## config.mk

```make
export PLATFORM = sky130hd
export DESIGN_NAME = fetch_pc_unit
export DESIGN_NICKNAME = d
export VERILOG_FILES = /design/src/rtl/fetch_pkg.sv /design/src/rtl/if_id_reg.sv /design/src/rtl/fetch_pc_unit.sv
export SDC_FILE = /design/constraint.sdc
export NUM_CORES = 1
export LEC_CHECK = 0
export CAP_MARGIN = 40
export CORE_UTILIZATION = 40
export DETAILED_ROUTE_END_ITERATION = 6
export PLACE_DENSITY = 0.67
export SKIP_CTS_REPAIR_TIMING = 1
export SLEW_MARGIN = 20
export SYNTH_ARGS = -nofsm -noshare
export SYNTH_HDL_FRONTEND = slang
export SYNTH_SLANG_ARGS = --single-unit
```

## constraint.sdc

```tcl
create_clock -name clk_i -period 5.6 [get_ports clk_i]
set_input_delay 0.56 -clock clk_i [delete_from_list [all_inputs] [get_ports clk_i]]
set_output_delay 0.56 -clock clk_i [all_outputs]
set_load 0.1 [all_outputs]
```

## src/rtl/fetch_pkg.sv

```systemverilog
// Shared state encoding and constants for the instruction-fetch stage.
package fetch_pkg;

  typedef enum logic [2:0] {
    StFetch,
    StWaitRsp,
    StHold,
    StDrop,
    StHalt
  } fetch_state_e;

  localparam logic [31:0] NopInstr       = 32'h0000_0013;
  localparam logic [31:0] DefaultResetPc = 32'h0000_0000;

  function automatic logic [31:0] pc_inc(input logic [31:0] pc);
    return pc + 32'd4;
  endfunction

endpackage

```

## src/rtl/if_id_reg.sv

```systemverilog
// IF/ID pipeline register: flush beats load, and a stalled live entry holds.
module if_id_reg
  import fetch_pkg::*;
#(
  parameter logic [31:0] NOP_INSTR = NopInstr
) (
  input  logic        clk_i,
  input  logic        reset_i,
  input  logic        flush_i,
  input  logic        load_i,
  input  logic        stall_i,
  input  logic [31:0] pc_i,
  input  logic [31:0] instr_i,
  output logic        valid_o,
  output logic [31:0] pc_o,
  output logic [31:0] pc_plus4_o,
  output logic [31:0] instr_o
);

  logic        valid_q, valid_d;
  logic [31:0] pc_q, pc_d;
  logic [31:0] pc_plus4_q, pc_plus4_d;
  logic [31:0] instr_q, instr_d;

  always_comb begin
    valid_d    = valid_q;
    pc_d       = pc_q;
    pc_plus4_d = pc_plus4_q;
    instr_d    = instr_q;
    if (flush_i) begin
      valid_d = 1'b0;
      instr_d = NOP_INSTR;
    end else if (load_i && !(stall_i && valid_q)) begin
      valid_d    = 1'b1;
      pc_d       = pc_i;
      pc_plus4_d = pc_inc(pc_i);
      instr_d    = instr_i;
    end
  end

  always_ff @(posedge clk_i or posedge reset_i) begin
    if (reset_i) begin
      valid_q    <= 1'b0;
      pc_q       <= '0;
      pc_plus4_q <= '0;
      instr_q    <= NOP_INSTR;
    end else begin
      valid_q    <= valid_d;
      pc_q       <= pc_d;
      pc_plus4_q <= pc_plus4_d;
      instr_q    <= instr_d;
    end
  end

  assign valid_o    = valid_q;
  assign pc_o       = pc_q;
  assign pc_plus4_o = pc_plus4_q;
  assign instr_o    = instr_q;

endmodule

```

## src/rtl/fetch_pc_unit.sv

```systemverilog
// IF stage: PC, single-outstanding imem fetch FSM, hold buffer and IF/ID register.
// Define FETCH_MISALIGN_TRAP_EN to trap misaligned redirects into a HALT state.
module fetch_pc_unit
  import fetch_pkg::*;
#(
  parameter logic [31:0] RESET_PC  = DefaultResetPc,
  parameter logic [31:0] NOP_INSTR = NopInstr
) (
  input  logic        clk_i,
  input  logic        reset_i,
  input  logic        redirect_valid_i,
  input  logic [31:0] redirect_pc_i,
  input  logic        id_stall_i,
  output logic        imem_req_valid_o,
  input  logic        imem_req_ready_i,
  output logic [31:0] imem_addr_o,
  input  logic        imem_rsp_valid_i,
  input  logic [31:0] imem_rsp_data_i,
  output logic        if_id_valid_o,
  output logic [31:0] if_id_pc_o,
  output logic [31:0] if_id_pc_plus4_o,
  output logic [31:0] if_id_instr_o
`ifdef FETCH_MISALIGN_TRAP_EN
  ,
  output logic        fetch_misaligned_o
`endif
);

  fetch_state_e state_q, state_d;
  logic [31:0]  pc_q, pc_d;
  logic [31:0]  inflight_pc_q, inflight_pc_d;
  logic [31:0]  hold_instr_q, hold_instr_d;
  logic [31:0]  redirect_target;
  logic         id_busy;
  logic         load;
  logic [31:0]  load_instr;

`ifdef FETCH_MISALIGN_TRAP_EN
  logic misaligned_q, misaligned_d;
  logic redirect_bad;

  assign redirect_target    = redirect_pc_i;
  assign redirect_bad       = redirect_pc_i[1:0] != 2'b00;
  assign fetch_misaligned_o = misaligned_q;
`else
  logic unused_redirect_lsb;

  assign redirect_target     = {redirect_pc_i[31:2], 2'b00};
  assign unused_redirect_lsb = ^redirect_pc_i[1:0];
`endif

  // A live IF/ID entry that ID refuses has nowhere to go.
  assign id_busy          = id_stall_i & if_id_valid_o;
  assign imem_req_valid_o = !reset_i && (state_q == StFetch) && !redirect_valid_i && !id_busy;
  assign imem_addr_o      = pc_q;

  always_comb begin
    state_d       = state_q;
    pc_d          = pc_q;
    inflight_pc_d = inflight_pc_q;
    hold_instr_d  = hold_instr_q;
    load          = 1'b0;
    load_instr    = imem_rsp_data_i;
`ifdef FETCH_MISALIGN_TRAP_EN
    misaligned_d  = misaligned_q;
`endif
    if (redirect_valid_i) begin
      pc_d         = redirect_target;
      hold_instr_d = '0;
      unique case (state_q)
        // An outstanding response must still be swallowed unless it lands now.
        StWaitRsp, StDrop: state_d = imem_rsp_valid_i ? StFetch : StDrop;
        default:           state_d = StFetch;
      endcase
`ifdef FETCH_MISALIGN_TRAP_EN
      misaligned_d = redirect_bad;
      if (redirect_bad) state_d = StHalt;
`endif
    end else begin
      unique case (state_q)
        StFetch: begin
          if (imem_req_valid_o && imem_req_ready_i) begin
            inflight_pc_d = pc_q;
            state_d       = StWaitRsp;
          end
        end
        StWaitRsp: begin
          if (imem_rsp_valid_i) begin
            if (!id_busy) begin
              load    = 1'b1;
              pc_d    = pc_inc(inflight_pc_q);
              state_d = StFetch;
            end else begin
              hold_instr_d = imem_rsp_data_i;
              state_d      = StHold;
            end
          end
        end
        StHold: begin
          if (!id_stall_i) begin
            load       = 1'b1;
            load_instr = hold_instr_q;
            pc_d       = pc_inc(inflight_pc_q);
            state_d    = StFetch;
          end
        end
        StDrop: begin
          if (imem_rsp_valid_i) state_d = StFetch;
        end
        default: ;
      endcase
    end
  end

  always_ff @(posedge clk_i or posedge reset_i) begin
    if (reset_i) begin
      state_q       <= StFetch;
      pc_q          <= RESET_PC;
      inflight_pc_q <= '0;
      hold_instr_q  <= '0;
    end else begin
      state_q       <= state_d;
      pc_q          <= pc_d;
      inflight_pc_q <= inflight_pc_d;
      hold_instr_q  <= hold_instr_d;
    end
  end

`ifdef FETCH_MISALIGN_TRAP_EN
  always_ff @(posedge clk_i or posedge reset_i) begin
    if (reset_i) misaligned_q <= 1'b0;
    else         misaligned_q <= misaligned_d;
  end
`endif

  if_id_reg #(
    .NOP_INSTR (NOP_INSTR)
  ) u_if_id (
    .clk_i      (clk_i),
    .reset_i    (reset_i),
    .flush_i    (redirect_valid_i),
    .load_i     (load),
    .stall_i    (id_stall_i),
    .pc_i       (inflight_pc_q),
    .instr_i    (load_instr),
    .valid_o    (if_id_valid_o),
    .pc_o       (if_id_pc_o),
    .pc_plus4_o (if_id_pc_plus4_o),
    .instr_o    (if_id_instr_o)
  );

endmodule
```

* Word-level counts from Yosys, hierarchy flattened *
Cells that the tools add are included.

cells by class
  add/sub/neg operators = 1
  multipliers = 0
  div/mod/pow operators = 0
  order comparisons = 0
  equality and inequality tests = 8
  shifts and indexed selects = 0
  muxes and demuxes = 29
  bitwise operators = 2
  reduce and logical (&&, ||, !) cells = 23

operator list
  operator                                              number
  two-way mux 32 bit                                    12
  case mux 32 bit (2 select lines)                      1
  adder 32 x 3 -> 32 bit (second input constant)        1
  two-way mux 3 bit                                     5
  != test 3 bit (second input constant)                 4
  case mux 3 bit (4 select lines)                       1
  nonzero test 2 bit                                    4
  equality test 3 x 2 -> 1 bit (second input constant)  2
  logical AND 1 bit                                     6
  two-way mux 1 bit                                     6
  two-way mux 2 bit                                     3
  AND reduction 3 bit                                   2
  AND reduction 5 bit                                   1
  nonzero test 5 bit                                    1
  logical NOT 1 bit                                     4
  AND reduction 4 bit                                   1
  equality test 3 x 1 -> 1 bit (second input constant)  1
  logical NOT 3 bit                                     1
  != test 3 x 2 -> 1 bit (second input constant)        1
  nonzero test 3 bit                                    1
  case mux 1 bit (2 select lines)                       1
  AND reduction 2 bit                                   1
  OR reduction 2 bit                                    1
  bitwise AND 1 bit                                     1
  NOT 1 bit                                             1

word-level totals
  flip-flop bits (word level) = 196
  latch bits = 0
  memory bits (writable) = 0
  bits in read-only memories = 0
  output and inout bits = 130
  word-level logic and storage cells = 71
  memories kept = 0

* Longest topological paths before layout *
  depth in word-level cells = 8
  mapped depth = 11
  gate-level depth less buffers = 7

* Hierarchy *
A second synthesis with hierarchy kept.

unflattened totals
  cells, all modules = 908
  area total of the unflattened synthesis = 9017.4 um^2

by module, submodules not included
  module         times used  cells an instance  area an instance (um^2)  seq. area each (um^2)
  fetch_pc_unit  1           507                4962.3                   2452.4
  if_id_reg      1           401                4055.1                   2381.0

* Least setup slack after synthesis *
Ideal clock, no wire load.

  kind = reg-to-reg
  from = register u_if_id.valid_q, in the netlist u_if_id.valid_o
  to = register inflight_pc_q[0]
  data arrival time = 2.701 ns
  slack = 2.774 ns
  stages on the path, launching flop included = 6
  buffers on the path = 1
  path through = dfrtp_1 -> a211oi_1 -> and2_1 -> nand2_1 -> buf_2 -> mux2_2

between the ends
  cells in the longest elaborated chain, start to end = 5

RTL lines
  what                           RTL line              source
  start: declaration             if_id_reg.sv:20       logic valid_q, valid_d;
  start signal: assignment       if_id_reg.sv:48       valid_q <= valid_d;
  bitwise AND 1 bit              fetch_pc_unit.sv:53   assign id_busy = id_stall_i & if_id_valid_o;
  logical NOT 1 bit              --
  logical AND 1 bit              fetch_pc_unit.sv:54   assign imem_req_valid_o = !reset_i && (state_q == StFetch) && !redirect_valid_i && !id_busy;
  via imem_req_valid_o           fetch_pc_unit.sv:14   output logic imem_req_valid_o,
  logical AND 1 bit              fetch_pc_unit.sv:82   if (imem_req_valid_o && imem_req_ready_i) begin
  AND reduction 3 bit (no line)  --
  end signal: assignment         fetch_pc_unit.sv:124  inflight_pc_q <= inflight_pc_d;
  end: declaration               fetch_pc_unit.sv:31   logic [31:0] inflight_pc_q, inflight_pc_d;

The timed path passes the listed nets, and every way through them passes these cells.
A chain may end at the register's enable or synchronous reset.

* Final worst setup path *
  from = input port id_stall_i
  to = output port imem_req_valid_o

between the ends
  cells in the longest elaborated chain, start to end = 3

RTL lines
  what                RTL line             source
  start: declaration  fetch_pc_unit.sv:13  input logic id_stall_i,
  bitwise AND 1 bit   fetch_pc_unit.sv:53
  logical NOT 1 bit   --
  logical AND 1 bit   fetch_pc_unit.sv:54
  end: declaration    fetch_pc_unit.sv:14

No other way between the ends.

==> metrics.log <==
[metrics] Synth area leaders: dfrtp_1 56%, nand2_1 9.6%, mux2_2 4.2%, mux2i_1 3.9%, a211oi_1 3.0%
[metrics] detailed placement HPWL: 18000 µm
[metrics] number of storage elements in the synthesis netlist: just under 200
[metrics] post-synth top area share: 0.559
[metrics] count of buffering cells on the critical path with inverters included: 3
[metrics] cts bufs inserted: 17
[metrics] Final Critical Period: 2.95 ns
[metrics] final standard cell utilization of the core: 0.663
[metrics] total die area: 0.0218 mm²
[metrics] instance count along the most critical hold path: 2
[metrics] area fraction in compound gates after synthesis: 0.118
[metrics] Crit path arrival time: 2.39 ns
[metrics] hold slack: 0.478 ns
[metrics] CTS tree: built
[metrics] drt via density: 5.14
[metrics] deepest level of the CTS H-tree: 4
[metrics] MaxCap Viol Count: 0
[metrics] worst-path cell with the longest stage delay: clkdlybuf4s50_1
[metrics] share of cells above drive strength 1: 0.191
[metrics] number of antenna violations at the first check in global routing: 0
[metrics] Netlist cell types: 45
[metrics] share of synthesized area spent on multiplexers: 0.0812
[metrics] width of the chip: roughly 150 µm
[metrics] mean post-synth cell area: 10.0 µm²
[metrics] CP cell instances: clkdlybuf4s50_1 -> a211oi_1 -> and2_1 -> clkdlybuf4s50_1 -> buf_16
[metrics] Setup Total Neg Slack: 0 ns
[metrics] post-synthesis share of cell area spent on full adders, half adders and majority gates: 0.00883
[metrics] global-route wire length before repair: 41100 µm
[metrics] min-delay worst type: flip-flop to flip-flop
[metrics] most frequent cell after synthesis: nand2_1
[metrics] count of antenna diodes in the layout: 0
[metrics] maximum fanout along the worst path: 8
[metrics] layout net count: approximately 1.2k
[metrics] total of warnings raised by yosys: 0
[metrics] share of flip-flops with an asynchronous set or reset: 1.00
[metrics] via count of the routed design: approximately 7.4k
[metrics] Worst EP required: a little over 5 ns
[metrics] area growth from synthesis to layout: 60.4%
[metrics] period utilization: 0.527
[metrics] IO Count: 200
[metrics] core outline area: a little over 0.02 mm²
[metrics] DRC violation total after the first TritonRoute iteration: 470
[metrics] maximum number of pins on one net before global-route repair: 144
[metrics] synth cell count leaders: 217 x nand2_1, 190 x dfrtp_1, 52 x nor2_1
[metrics] Avg WL per Cell: about 18 µm
[metrics] number of detailed-route iterations in the first pass: 5
[metrics] slew of the pin with the lowest slew margin: 0.783 ns
[metrics] proportion of synthesized chip area in sequential cells: 0.569
[metrics] setup repair after global routing missed its margin: false
[metrics] most numerous cell on the critical path: clkdlybuf4s50_1
[metrics] worst-case clock skew: approximately 0.01 ns
[metrics] Synth Cell Area: 0.00850 mm²
[metrics] total routed wirelength: 25400 µm
[metrics] number of synthesized flops with an enable pin: 0
[metrics] family of cells with the greatest summed delay on the critical path: buffers and inverters
[metrics] vias in the first global route: 7660
[metrics] Antenna Nets Post-Route: 0
[metrics] cell chosen for the clock root: clkbuf_16
[metrics] overall global routing resource usage: 0.243
[metrics] site row count: 52
[metrics] max-slew headroom at the worst pin: 0.478
[metrics] effective utilization at floorplan: 0.414
[metrics] register-to-register setup slack: 2.77 ns
[metrics] source of the worst hold timing path: u_if_id.pc_o[8]$_DFFE_PP0P_
[metrics] peak per-stage delay on the critical path: 0.61 ns
[metrics] Worst Setup Start Kind: primary input
[metrics] global route overflow: 0
[metrics] cell count after placement: between 1k and 1.5k
[metrics] final weighted congestion in routability-driven placement: 0.770
[metrics] main combinational cell family by area after synthesis: simple AND/OR/NAND/NOR gates
[metrics] Setup crit end kind: output pin
[metrics] capture point of the worst reg-to-reg path: u_if_id.instr_o[25]$_DFFE_PP0P_
[metrics] largest buffer count on any clock path: 2
[metrics] critical path type: primary input to output pin
[metrics] xor/xnor cell area share of the yosys netlist: 0.0288
[metrics] end point of the worst hold path: u_if_id.pc_o[8]$_DFFE_PP0P_
[metrics] clk sinks: 193
[metrics] power per standard cell area: approximately 600 mW/mm²
[metrics] Residual DRC: 0
[metrics] final setup violation count: 0
[metrics] dominant synthesized flop cell: dfrtp_1
[metrics] insertion delay to the later sink of the worst-skew pair: roughly 0.43 ns
[metrics] Filler Cells Inserted: ~1.6k
[metrics] Synth Net Count: 924
[metrics] R2R cell count: 8
[metrics] run status: finished clean
[metrics] port buffer count: 197
[metrics] Final Hold Fails: 0
[metrics] largest voltage drop on the vdd net: 0.273 mV
[metrics] clock-pin slew on the worst setup and hold paths: roughly 0.070 ns
[metrics] Final Slew Violations: 0
[metrics] Worst R2R Start: state_q[0]$_DFFE_PP0P_
[metrics] highest clock rate: 339 MHz
[metrics] critical path depth: 5
[metrics] cell type with the largest total area after synthesis: dfrtp_1
[metrics] number of standard cells after synthesis: 848
[metrics] final non-filler cell total: about 1.4k
[metrics] Post-Synth Simple-Gate Area: 0.162
[metrics] height of the die: about 150 µm
[metrics] total leakage power: between 6 and 7 nW
-- stage by stage --
stage	instance area, µm²	power, W	setup slack (ns)
floorplan	8510	0.00504	2.55
global placement	10700	0.00599	1.79
detailed placement	13000	0.00724	2.31
CTS	13600	0.00847	2.66
global route	13600	0.00875	2.51
finish	13600	0.00842	2.65
-- how the worst max path moves through the flow --
stage / from / to / slack, ns
detailed placement: redirect_valid_i / imem_addr_o[28]$_DFFE_PP0P_ / 2.31
global route: id_stall_i / imem_req_valid_o / 2.51
finish: id_stall_i / imem_req_valid_o / 2.65
global placement: id_stall_i / u_if_id.instr_o[31]$_DFFE_PP0P_ / 1.79
floorplan: reset_i / hold_instr_q[0]$_DFFE_PP0P_ / 2.55
CTS: id_stall_i / imem_req_valid_o / 2.66
-- flip-flops by register name (all words and copies together), names as in the netlist --
name,flops
u_if_id.pc_plus4_o,32
u_if_id.pc_o,30
hold_instr_q,32
state_q,2
inflight_pc_q,32
u_if_id.valid_o,1
imem_addr_o,32
u_if_id.instr_o,32
-- where the power goes --
group	switching [W]	total [W]	internal (W)
Clock	0.000575	0.00122	0.000645
Combinational	0.00316	0.00499	0.00184
Sequential	0.000400	0.00221	0.00181
Total	0.00413	0.00842	0.00429
-- layout by cell type, fill, tap and decap left out, drive strengths merged, types with 5 or more instances in the layout --
| cell type | n |
|---|---|
| ha | 6 |
| inv | 11 |
| dfrtp | 190 |
| nand2 | 217 |
| nand3 | 13 |
| xnor2 | 18 |
| mux2i | 33 |
| nor2 | 52 |
| a21o | 6 |
| a211oi | 34 |
| clkbuf | 19 |
| xor2 | 10 |
| o21ai | 49 |
| clkinv | 7 |
| mux2 | 32 |
| nor4 | 6 |
| nand4 | 9 |
| o211ai | 5 |
| a22oi | 13 |
| nor3 | 9 |
| clkdlybuf4s50 | 196 |
| buf | 143 |
| a21oi | 47 |
| o22ai | 8 |
-- layout make-up --
type | count | area, µm² | share of cell area
multi-input cells | 588 | 3420 | 0.251
clock buffers | 19 | 443 | 0.0325
flip-flops and latches | 193 | 4830 | 0.355
well taps | 270 | 338 | 0.0248
inverters | 8 | 33.8 | 0.00248
clock inverters | 13 | 150 | 0.0110
repair buffers | 339 | 4420 | 0.324
-- metal layers --
layer | GRT usage | share of wire | wire (µm) | vias up
met2 | 0.422 | 0.52 | 13200 | 221
li1 | - | - | - | 3496
met1 | 0.297 | 0.41 | 10400 | 3608
met4 | 0.0809 | 0.017 | 434 | 0
met3 | 0.0571 | 0.053 | 1350 | 29
met5 | 0 | 0 | 0 | -
-- kinds of logic (layout without fill, tap and decap cells) --
logic type / Yosys count / after routing
flops: 193 / 193
compound gates: 167 / 167
mux: 65 / 65
fa+ha+maj: 6 / 6
simple gates: 322 / 322
buf+inv: 67 / 379
xor+xnor: 28 / 28
-- worst register-to-register path, stage by stage (launching register included) --
cell	delay [ns]
dfrtp_1	0.43
inv_1	0.13
ha_1	0.31
nand2b_2	0.43
nand2_1	0.28
and3_4	0.50
buf_16	0.30
nor2_1	0.10
a211oi_1	0.26
No activity file was read; power rests on OpenSTA's default activity.
